[src/rtl/addsub_pkg.sv]
// Shared definitions for the digit-serial adder/subtractor: FSM encoding and mode constants.
package addsub_pkg;

  typedef logic [1:0] state_t;

  localparam state_t ST_IDLE = 2'd0;
  localparam state_t ST_ADD  = 2'd1;
  localparam state_t ST_NEG  = 2'd2;

  localparam logic MODE_ADD = 1'b0;
  localparam logic MODE_SUB = 1'b1;

endpackage

[src/rtl/addsub_digit.sv]
// DIGIT-bit ripple-carry adder slice, shared by the add and negate phases.
module addsub_digit #(
  parameter int DIGIT = 1
) (
  input  logic [DIGIT-1:0] a_d,
  input  logic [DIGIT-1:0] b_d,
  input  logic             cin,
  output logic [DIGIT-1:0] s_d,
  output logic             co
);

  logic c;

  always_comb begin
    c   = cin;
    s_d = '0;
    for (int i = 0; i < DIGIT; i++) begin
      s_d[i] = a_d[i] ^ b_d[i] ^ c;
      c      = (a_d[i] & b_d[i]) | (a_d[i] & c) | (b_d[i] & c);
    end
    co = c;
  end

endmodule

[src/rtl/addsub_serial.sv]
// Digit-serial unsigned adder/subtractor; differences are returned as sign-magnitude.
module addsub_serial
  import addsub_pkg::*;
#(
  parameter int WIDTH = 8,
  parameter int DIGIT = 1
) (
  input  logic             clk,
  input  logic             rst_n,
  input  logic             start,
  input  logic             ctr,
  input  logic [WIDTH-1:0] a,
  input  logic [WIDTH-1:0] b,
  output logic             busy,
  output logic             done,
  output logic [WIDTH-1:0] s,
  output logic             cout,
  output logic             sign
);

  localparam int N     = WIDTH / DIGIT;
  localparam int CNT_W = $clog2(N) + 1;

  state_t             state_q, state_d;
  logic [CNT_W-1:0]   cnt_q, cnt_d;
  logic               carry_q, carry_d;
  logic               mode_q, mode_d;
  logic               done_q, done_d;
  logic               cout_q, cout_d;
  logic               sign_q, sign_d;
  logic [WIDTH-1:0]   s_q, s_d;
  logic [WIDTH-1:0]   a_q, a_d;
  logic [WIDTH-1:0]   b_q, b_d;
  logic [WIDTH-1:0]   r_q, r_d;

  logic [DIGIT-1:0]   dig_a, dig_b, dig_s;
  logic               dig_co;
  logic               last;
  logic [WIDTH-1:0]   r_shift;

  // In NEG the raw result rotates through r_q: low digit read inverted, new digit enters on top.
  assign dig_a   = (state_q == ST_NEG) ? ~r_q[DIGIT-1:0] : a_q[DIGIT-1:0];
  assign dig_b   = (state_q == ST_NEG) ? '0 :
                   ((mode_q == MODE_SUB) ? ~b_q[DIGIT-1:0] : b_q[DIGIT-1:0]);
  assign last    = (cnt_q == CNT_W'(N - 1));
  assign r_shift = (r_q >> DIGIT) | (WIDTH'(dig_s) << (WIDTH - DIGIT));

  addsub_digit #(.DIGIT(DIGIT)) u_digit (
    .a_d (dig_a),
    .b_d (dig_b),
    .cin (carry_q),
    .s_d (dig_s),
    .co  (dig_co)
  );

  always_comb begin
    state_d = state_q;
    cnt_d   = cnt_q;
    carry_d = carry_q;
    mode_d  = mode_q;
    done_d  = 1'b0;
    cout_d  = cout_q;
    sign_d  = sign_q;
    s_d     = s_q;
    a_d     = a_q;
    b_d     = b_q;
    r_d     = r_q;
    case (state_q)
      ST_IDLE: begin
        if (start) begin
          state_d = ST_ADD;
          a_d     = a;
          b_d     = b;
          mode_d  = ctr;
          carry_d = ctr;
          cnt_d   = '0;
        end
      end
      ST_ADD: begin
        a_d     = a_q >> DIGIT;
        b_d     = b_q >> DIGIT;
        r_d     = r_shift;
        carry_d = dig_co;
        cnt_d   = cnt_q + CNT_W'(1);
        if (last) begin
          cnt_d = '0;
          // A missing final carry on subtraction means A < B: negate the raw result.
          if (mode_q == MODE_ADD || dig_co) begin
            state_d = ST_IDLE;
            done_d  = 1'b1;
            s_d     = r_shift;
            cout_d  = dig_co;
            sign_d  = 1'b0;
          end else begin
            state_d = ST_NEG;
            carry_d = 1'b1;
          end
        end
      end
      ST_NEG: begin
        r_d     = r_shift;
        carry_d = dig_co;
        cnt_d   = cnt_q + CNT_W'(1);
        if (last) begin
          state_d = ST_IDLE;
          cnt_d   = '0;
          carry_d = 1'b0;
          done_d  = 1'b1;
          s_d     = r_shift;
          cout_d  = 1'b0;
          sign_d  = 1'b1;
        end
      end
      default: state_d = ST_IDLE;
    endcase
  end

  always_ff @(posedge clk or negedge rst_n) begin
    if (!rst_n) begin
      state_q <= ST_IDLE;
      cnt_q   <= '0;
      carry_q <= 1'b0;
      mode_q  <= MODE_ADD;
      done_q  <= 1'b0;
      cout_q  <= 1'b0;
      sign_q  <= 1'b0;
      s_q     <= '0;
    end else begin
      state_q <= state_d;
      cnt_q   <= cnt_d;
      carry_q <= carry_d;
      mode_q  <= mode_d;
      done_q  <= done_d;
      cout_q  <= cout_d;
      sign_q  <= sign_d;
      s_q     <= s_d;
    end
  end

  always_ff @(posedge clk) begin
    a_q <= a_d;
    b_q <= b_d;
    r_q <= r_d;
  end

  assign busy = (state_q != ST_IDLE);
  assign done = done_q;
  assign s    = s_q;
  assign cout = cout_q;
  assign sign = sign_q;

endmodule

[config.mk]
export PLATFORM = sky130hd
export DESIGN_NAME = addsub_serial
export DESIGN_NICKNAME = d
export VERILOG_FILES = /design/src/rtl/addsub_pkg.sv /design/src/rtl/addsub_digit.sv /design/src/rtl/addsub_serial.sv
export SDC_FILE = /design/constraint.sdc
export NUM_CORES = 1
export LEC_CHECK = 0
export CORE_ASPECT_RATIO = 1.4
export CORE_UTILIZATION = 40
export DETAILED_ROUTE_END_ITERATION = 10
export GPL_ROUTABILITY_DRIVEN = 1
export GPL_TIMING_DRIVEN = 0
export SLEW_MARGIN = 10
export SYNTH_ARGS = -nofsm -noshare
export SYNTH_HDL_FRONTEND = slang
export SYNTH_HIERARCHICAL = 1
export SYNTH_SLANG_ARGS = --single-unit
[constraint.sdc]
create_clock -name clk -period 3.1 [get_ports clk]
set_input_delay 0.465 -clock clk [delete_from_list [all_inputs] [get_ports clk]]
set_output_delay 0.465 -clock clk [all_outputs]
set_load 0.03 [all_outputs]
Yosys cells after proc, flatten, opt, wreduce, memory -nomap -nowiden
Index checks and enable logic that the tools add are counted.
Widths: inputs -> output; s select.
{ "totals": {"regBits": 43, "output_inout_bits": 12} }
{ "classes": {"n_addsub": 1, "eq_ne": 7, "muxes": 36, "bitwise_logic": 11, "n_reduce_logical": 14} }
{ "op_table": {"columns": ["op", "n"], "rows": [
  ["$pmux 8 s2", 3],
  ["$mux 8", 5],
  ["$mux 1", 16],
  ["$mux 2", 4],
  ["$mux 4", 2],
  ["$ne 2x2->1 const B", 4],
  ["$or 7x8->8", 1],
  ["$pmux 4 s2", 1],
  ["$reduce_and 2->1", 4],
  ["$reduce_bool 2->1", 4],
  ["$pmux 1 s2", 3],
  ["$pmux 2 s3", 1],
  ["$add 4x1->4 const B", 1],
  ["$eq 4x3->1 const B", 1],
  ["$reduce_and 4->1", 1],
  ["$and 1x1->1", 3],
  ["$not 1->1", 3],
  ["$pmux 1 s3", 1],
  ["$reduce_and 3->1", 1],
  ["$reduce_bool 3->1", 1],
  ["$eq 2x1->1 const B", 1],
  ["$eq 2x2->1 const B", 1],
  ["$logic_not 2->1", 1],
  ["$or 1x1->1", 2],
  ["other kinds (3)", 4]
]} }

Longest topological paths before layout
{ "depth": {"ltp_word": 10, "depth_mapped": 9, "mapped_depth_nobuf": 8} }

Cells and area by module
Netlist, hierarchy kept.
{ "modules_own_cells": {"columns": ["module", "instances", "cells_each", "area_per_inst_um2", "seq_area_each_um2"], "rows": [
  ["addsub_serial", 1, 130, 1868.0, 1196.1],
  ["addsub_digit", 1, 1, 20.0, 0.0]
]} }

Least setup slack after synthesis
OpenSTA, ideal clock, no wires.
{ "synth_path": {"path_kind": "register to register", "from": "register state_q[1]", "to": "register a_q[0], enable pin", "setup_time_ps": 411, "arrival_ps": 2281, "required_ps": 2689, "slack_ps": 407, "path_stages_with_launch": 6, "n_path_buf": 1, "synth_period_minus_slack_ps": 2693, "cell_sequence": "dfrtp_1 inv_1 ha_1 clkbuf_1 inv_1 o21ai_0"} }
{ "synth_between": {"elab_chain_len": 3, "elab_cells_between_ends": 5, "cone_classes": "eq/ne (2); reduce/logical (3)"} }
{ "synth_lines": {"columns": ["item", "line_no", "source"], "rows": [
  ["start, declared", "addsub_serial.sv:24", "state_t state_q, state_d;"],
  ["start signal, assigned", "addsub_serial.sv:129", "state_q <= state_d;"],
  ["$eq 2x1->1 / $logic_not 2->1 (equally long branches)", "addsub_serial.sv:68", "case (state_q)"],
  ["$reduce_bool 2->1 (no source line) / $ne 2x2->1 (equally long branches)", null, null],
  ["$reduce_and 2->1 (no source line) (*)", null, null],
  ["end signal, assigned", "addsub_serial.sv:141", "a_q <= a_d;"],
  ["end, declared", "addsub_serial.sv:32", "logic [WIDTH-1:0] a_q, a_d;"]
]} }
Mark *: on every way between the ends. The rest lies on a longest branch, timed or not.
A chain may end at the register's enable or synchronous reset.

Worst setup path in the final report
{ "layout_path": {"from": "register state_q[0]", "to": "register s_q[6], in the netlist s[6]"} }
{ "layout_between": {"elab_chain_len": 8, "elab_cells_between_ends": 16, "cone_classes": "eq/ne (5); mux (3); bitwise (5); reduce/logical (3)"} }
{ "layout_lines": {"columns": ["item", "line_no", "source"], "rows": [
  ["$eq 2x2->1 (*)", "addsub_serial.sv:42", "assign dig_a = (state_q == ST_NEG) ? ~r_q[DIGIT-1:0] : a_q[DIGIT-1:0];"],
  ["$mux 1 (*)", "addsub_serial.sv:42", null],
  ["via dig_a", "addsub_serial.sv:36", "logic [DIGIT-1:0] dig_a, dig_b, dig_s;"],
  ["$and 1x1->1", "addsub_digit.sv:19", "c = (a_d[i] & b_d[i]) | (a_d[i] & c) | (b_d[i] & c);"],
  ["$or 1x1->1 (*) (2 in a row)", "addsub_digit.sv:19", null],
  ["via dig_co", "addsub_serial.sv:37", "logic dig_co;"],
  ["$logic_or 1x1->1 (*)", "addsub_serial.sv:88", "if (mode_q == MODE_ADD || dig_co) begin"],
  ["$ne 2x2->1 (no source line) (*)", null, null],
  ["$reduce_and 4->1 (no source line) (*)", null, null],
  ["end signal, assigned", "addsub_serial.sv:127", "s_q <= '0;"],
  ["end signal, assigned", "addsub_serial.sv:136", "s_q <= s_d;"],
  ["end, declared", "addsub_serial.sv:31", "logic [WIDTH-1:0] s_q, s_d;"]
]} }
The timed path passes the listed nets; every way through them passes the cells marked *.

==> results.cfg <==
[status]
status = complete, no violations

[route]
via_per_inst = 4.935
avgRoutedWirePerCell_um = 13.87
wl_um = 3218
first_pass_iters = 4
postRouteAntennaNets = 0
drc_errors = 0
dr_total_vias = 1145
drtIter0Drc = 21

[logic_synthesis]
avgSynthCellArea_um2 = 14.41
yosys_register_bits = 43
synth_ff_type = edfxtp_1
async_flop_share = 0.4419
synth_top_area_frac = 0.3817
yosysTopAreaCell = edfxtp_1
synth_area_um2 = 1888
syn-num-nets = 156
yosysWarningCount = 6
ys_top_cells_by_area = edfxtp_1 38%, dfrtp_1 25%, mux2_2 14%, ha_1 2.7%, o21ai_0 1.9%
synth_commonest_cells = 24 x edfxtp_1, 24 x mux2_2, 19 x dfrtp_1, 9 x nand2_1, 8 x inv_1
ys_seq_area_frac = 0.6335
ys_types = 26
synth_edf_count = 24
synthCells = 131

[clock_tree]
post_cts.repair.setup_buffers = 0
cts_sinks = 43
cts_tree = done
cts-root-buf = clkbuf_8
cts_buffer_depth = 2
cts-buffers-inserted = 5
clk_latency_ns = 0.29
ctsResizeCount = 0
ctsHoldBuffers = 0
path_clk_slew_ns = 0.07
cts_max_level = 2

[global_routing]
gr-total-overflow = 0
grt_max_degree = 20
global_route.usage.total = 0.1584
antenna_found_initial = 0
grt_pass1_vias = 1261
grt_pass1_wl_um = 5775

[timing]
tightest_slew_ns = 0.8874
fin_crit_sh = 0.8202
finalSetupViolations = 0
setup_slack_ns = 0.5574
period_needed_ns = 2.543
slew_headroom = 0.4066
fmax_mhz = 393.3
hold_viol = 0
drv_slew = 0
rsz0062_at_grt = no
fin_skew_ns = 0.005181

[floorplanning]
die_area_um2 = 5003
coreArea_um2 = 4536
pin_count = 32
start_util = 0.4163
rows = 29
die_h_um = 83.29
die_x_um = 60.07

[critical_path]
critPathLaunchType = register
critPathKind = register to register
path_max_fanout = 10
worstSetupEndpointType = register
required_ns = 3.28
cp.arrival_ns = 2.72

[final_layout]
n_antenna_cell = 0
layout.nets = 194
fillers = 401
drive_above_1_share = 0.2059
syn_to_final_growth_pct = 26.11
stdcell_count = 232

[placement]
dp_hpwl_um = 2344
post-place-cells = 224
pre_cts_slack_ns = 0.5238
numPortBuffers = 31
place_congestion = 0.7390

[pwr]
internal_power_mw = 1.491
cellLeakagePower_nw = 0.9653
seqPwrFrac = 0.463
powerDensity_nw_per_um2 = 931.7
netSwitchingPower_mw = 0.7273
switching_share = 0.3278
pwr-share-comb = 0.365
clockPowerShare = 0.172
finalPower_mw = 2.218
ir_drop_mv = 0.5262

[min_path]
hp-class = register to register

[run]
drv_cap = 0
layout make-up:
type / instances / area (µm²) / share of cell area
sequential: 43 / 1196 / 0.5024
multi-input combinational: 74 / 641.9 / 0.2696
timing repair buffer: 31 / 310.3 / 0.1303
clock buffer: 8 / 101.3 / 0.04256
tap: 62 / 77.57 / 0.03258
inverter: 8 / 30.03 / 0.01261
buffer: 6 / 23.77 / 0.009984
worst max-delay path, cell delays in order, from the launching register on:
cell and delay [ns]:
dfrtp_1 0.40, inv_1 0.10, ha_1 0.15, buf_2 0.19, mux2i_1 0.32, fa_1 0.22, inv_1 0.10, a311oi_4 0.55
mux2_2 0.40
cell usage in the layout, fill, tap and decap left out:
master and n:
clkdlybuf4s50_1 31, mux2_2 24, edfxtp_1 24, dfrtp_1 19
nand2_1 9, inv_1 8, clkbuf_1 7, o21ai_0 6
clkbuf_8 5, a21oi_1 4, nand3_1 4, ha_1 4
nor2_1 3, mux2i_1 2, nand2b_1 2, a22o_1 2
a32o_1 2, nor2b_1 2, buf_2 1, nand3b_4 1
nor3b_1 1, o21ai_2 1, xnor2_1 1, and3_2 1
or3_1 1, o2bb2ai_1 1, o311a_1 1, a311oi_4 1
clkbuf_16 1, fa_1 1
path summary, 6_finish.rpt:
kind                                             start                   end  slack (ns)  cells past startpoint
worst max-delay path            state_q[0]$_DFFE_PN0P_      s[6]$_DFFE_PN0P_        0.56                      8
worst min-delay path                  r_q[6]$_DFFE_PP_      r_q[5]$_DFFE_PP_        0.45                      0
worst max register to register  state_q[0]$_DFFE_PN0P_      s[6]$_DFFE_PN0P_        0.56                      8
worst min register to register        r_q[6]$_DFFE_PP_      r_q[5]$_DFFE_PP_        0.45                      0
max in group asynchronous                        rst_n  cnt_q[2]$_DFFE_PN0P_        1.88                      1
min in group asynchronous                        rst_n      s[2]$_DFFE_PN0P_        0.67                      1
cell families after synthesis:
| logic type | Yosys count | share of synthesized area |
|---|---|---|
| AOI/OAI and AO/OA | 18 | 0.07290 |
| xor gates and xnor gates | 1 | 0.004640 |
| adders and majority gates | 5 | 0.03711 |
| buffers and inverters | 14 | 0.02849 |
| DFF | 43 | 0.6335 |
| muxes | 26 | 0.1537 |
| and+or+nand+nor | 24 | 0.06958 |
layer usage:
layer  GRT usage  share of wire  vias to the layer above
met1      0.1799           0.39                      552
li1            -              -                      546
met5           0              0                        -
met4     0.08245          0.028                        0
met3     0.04206          0.045                        8
met2      0.2626           0.54                       39
flip-flops by register name, summed over array words and instances (netlist names), 2 cells and up:
name / cells
cnt_q: 4
r_q: 8
a_q: 8
state_q: 2
s: 8
b_q: 8
per-stage QoR:
stage	TNS, ns	hold WS (ns)	instance area [µm²]	utilization
final	0	0.4548	2381	0.5250
after global routing	0	0.4743	2381	0.5250
after CTS	0	0.4564	2381	0.5250
after detailed placement	0	0.4414	2280	0.5026
after global placement	-3.420	0.4343	2276	0.5018
after floorplan	0	0.1694	1888	-
power groups by stage:
stage	Combinational [mW]	Clock, mW	Sequential (mW)
floorplan	0.529	0	1.07
global placement	0.785	0	1.03
detailed placement	0.824	0	1.04
CTS	0.829	0.400	1.03
global route	0.912	0.422	1.05
finish	0.809	0.382	1.03
Note: power is estimated with default switching activity, not from simulation.
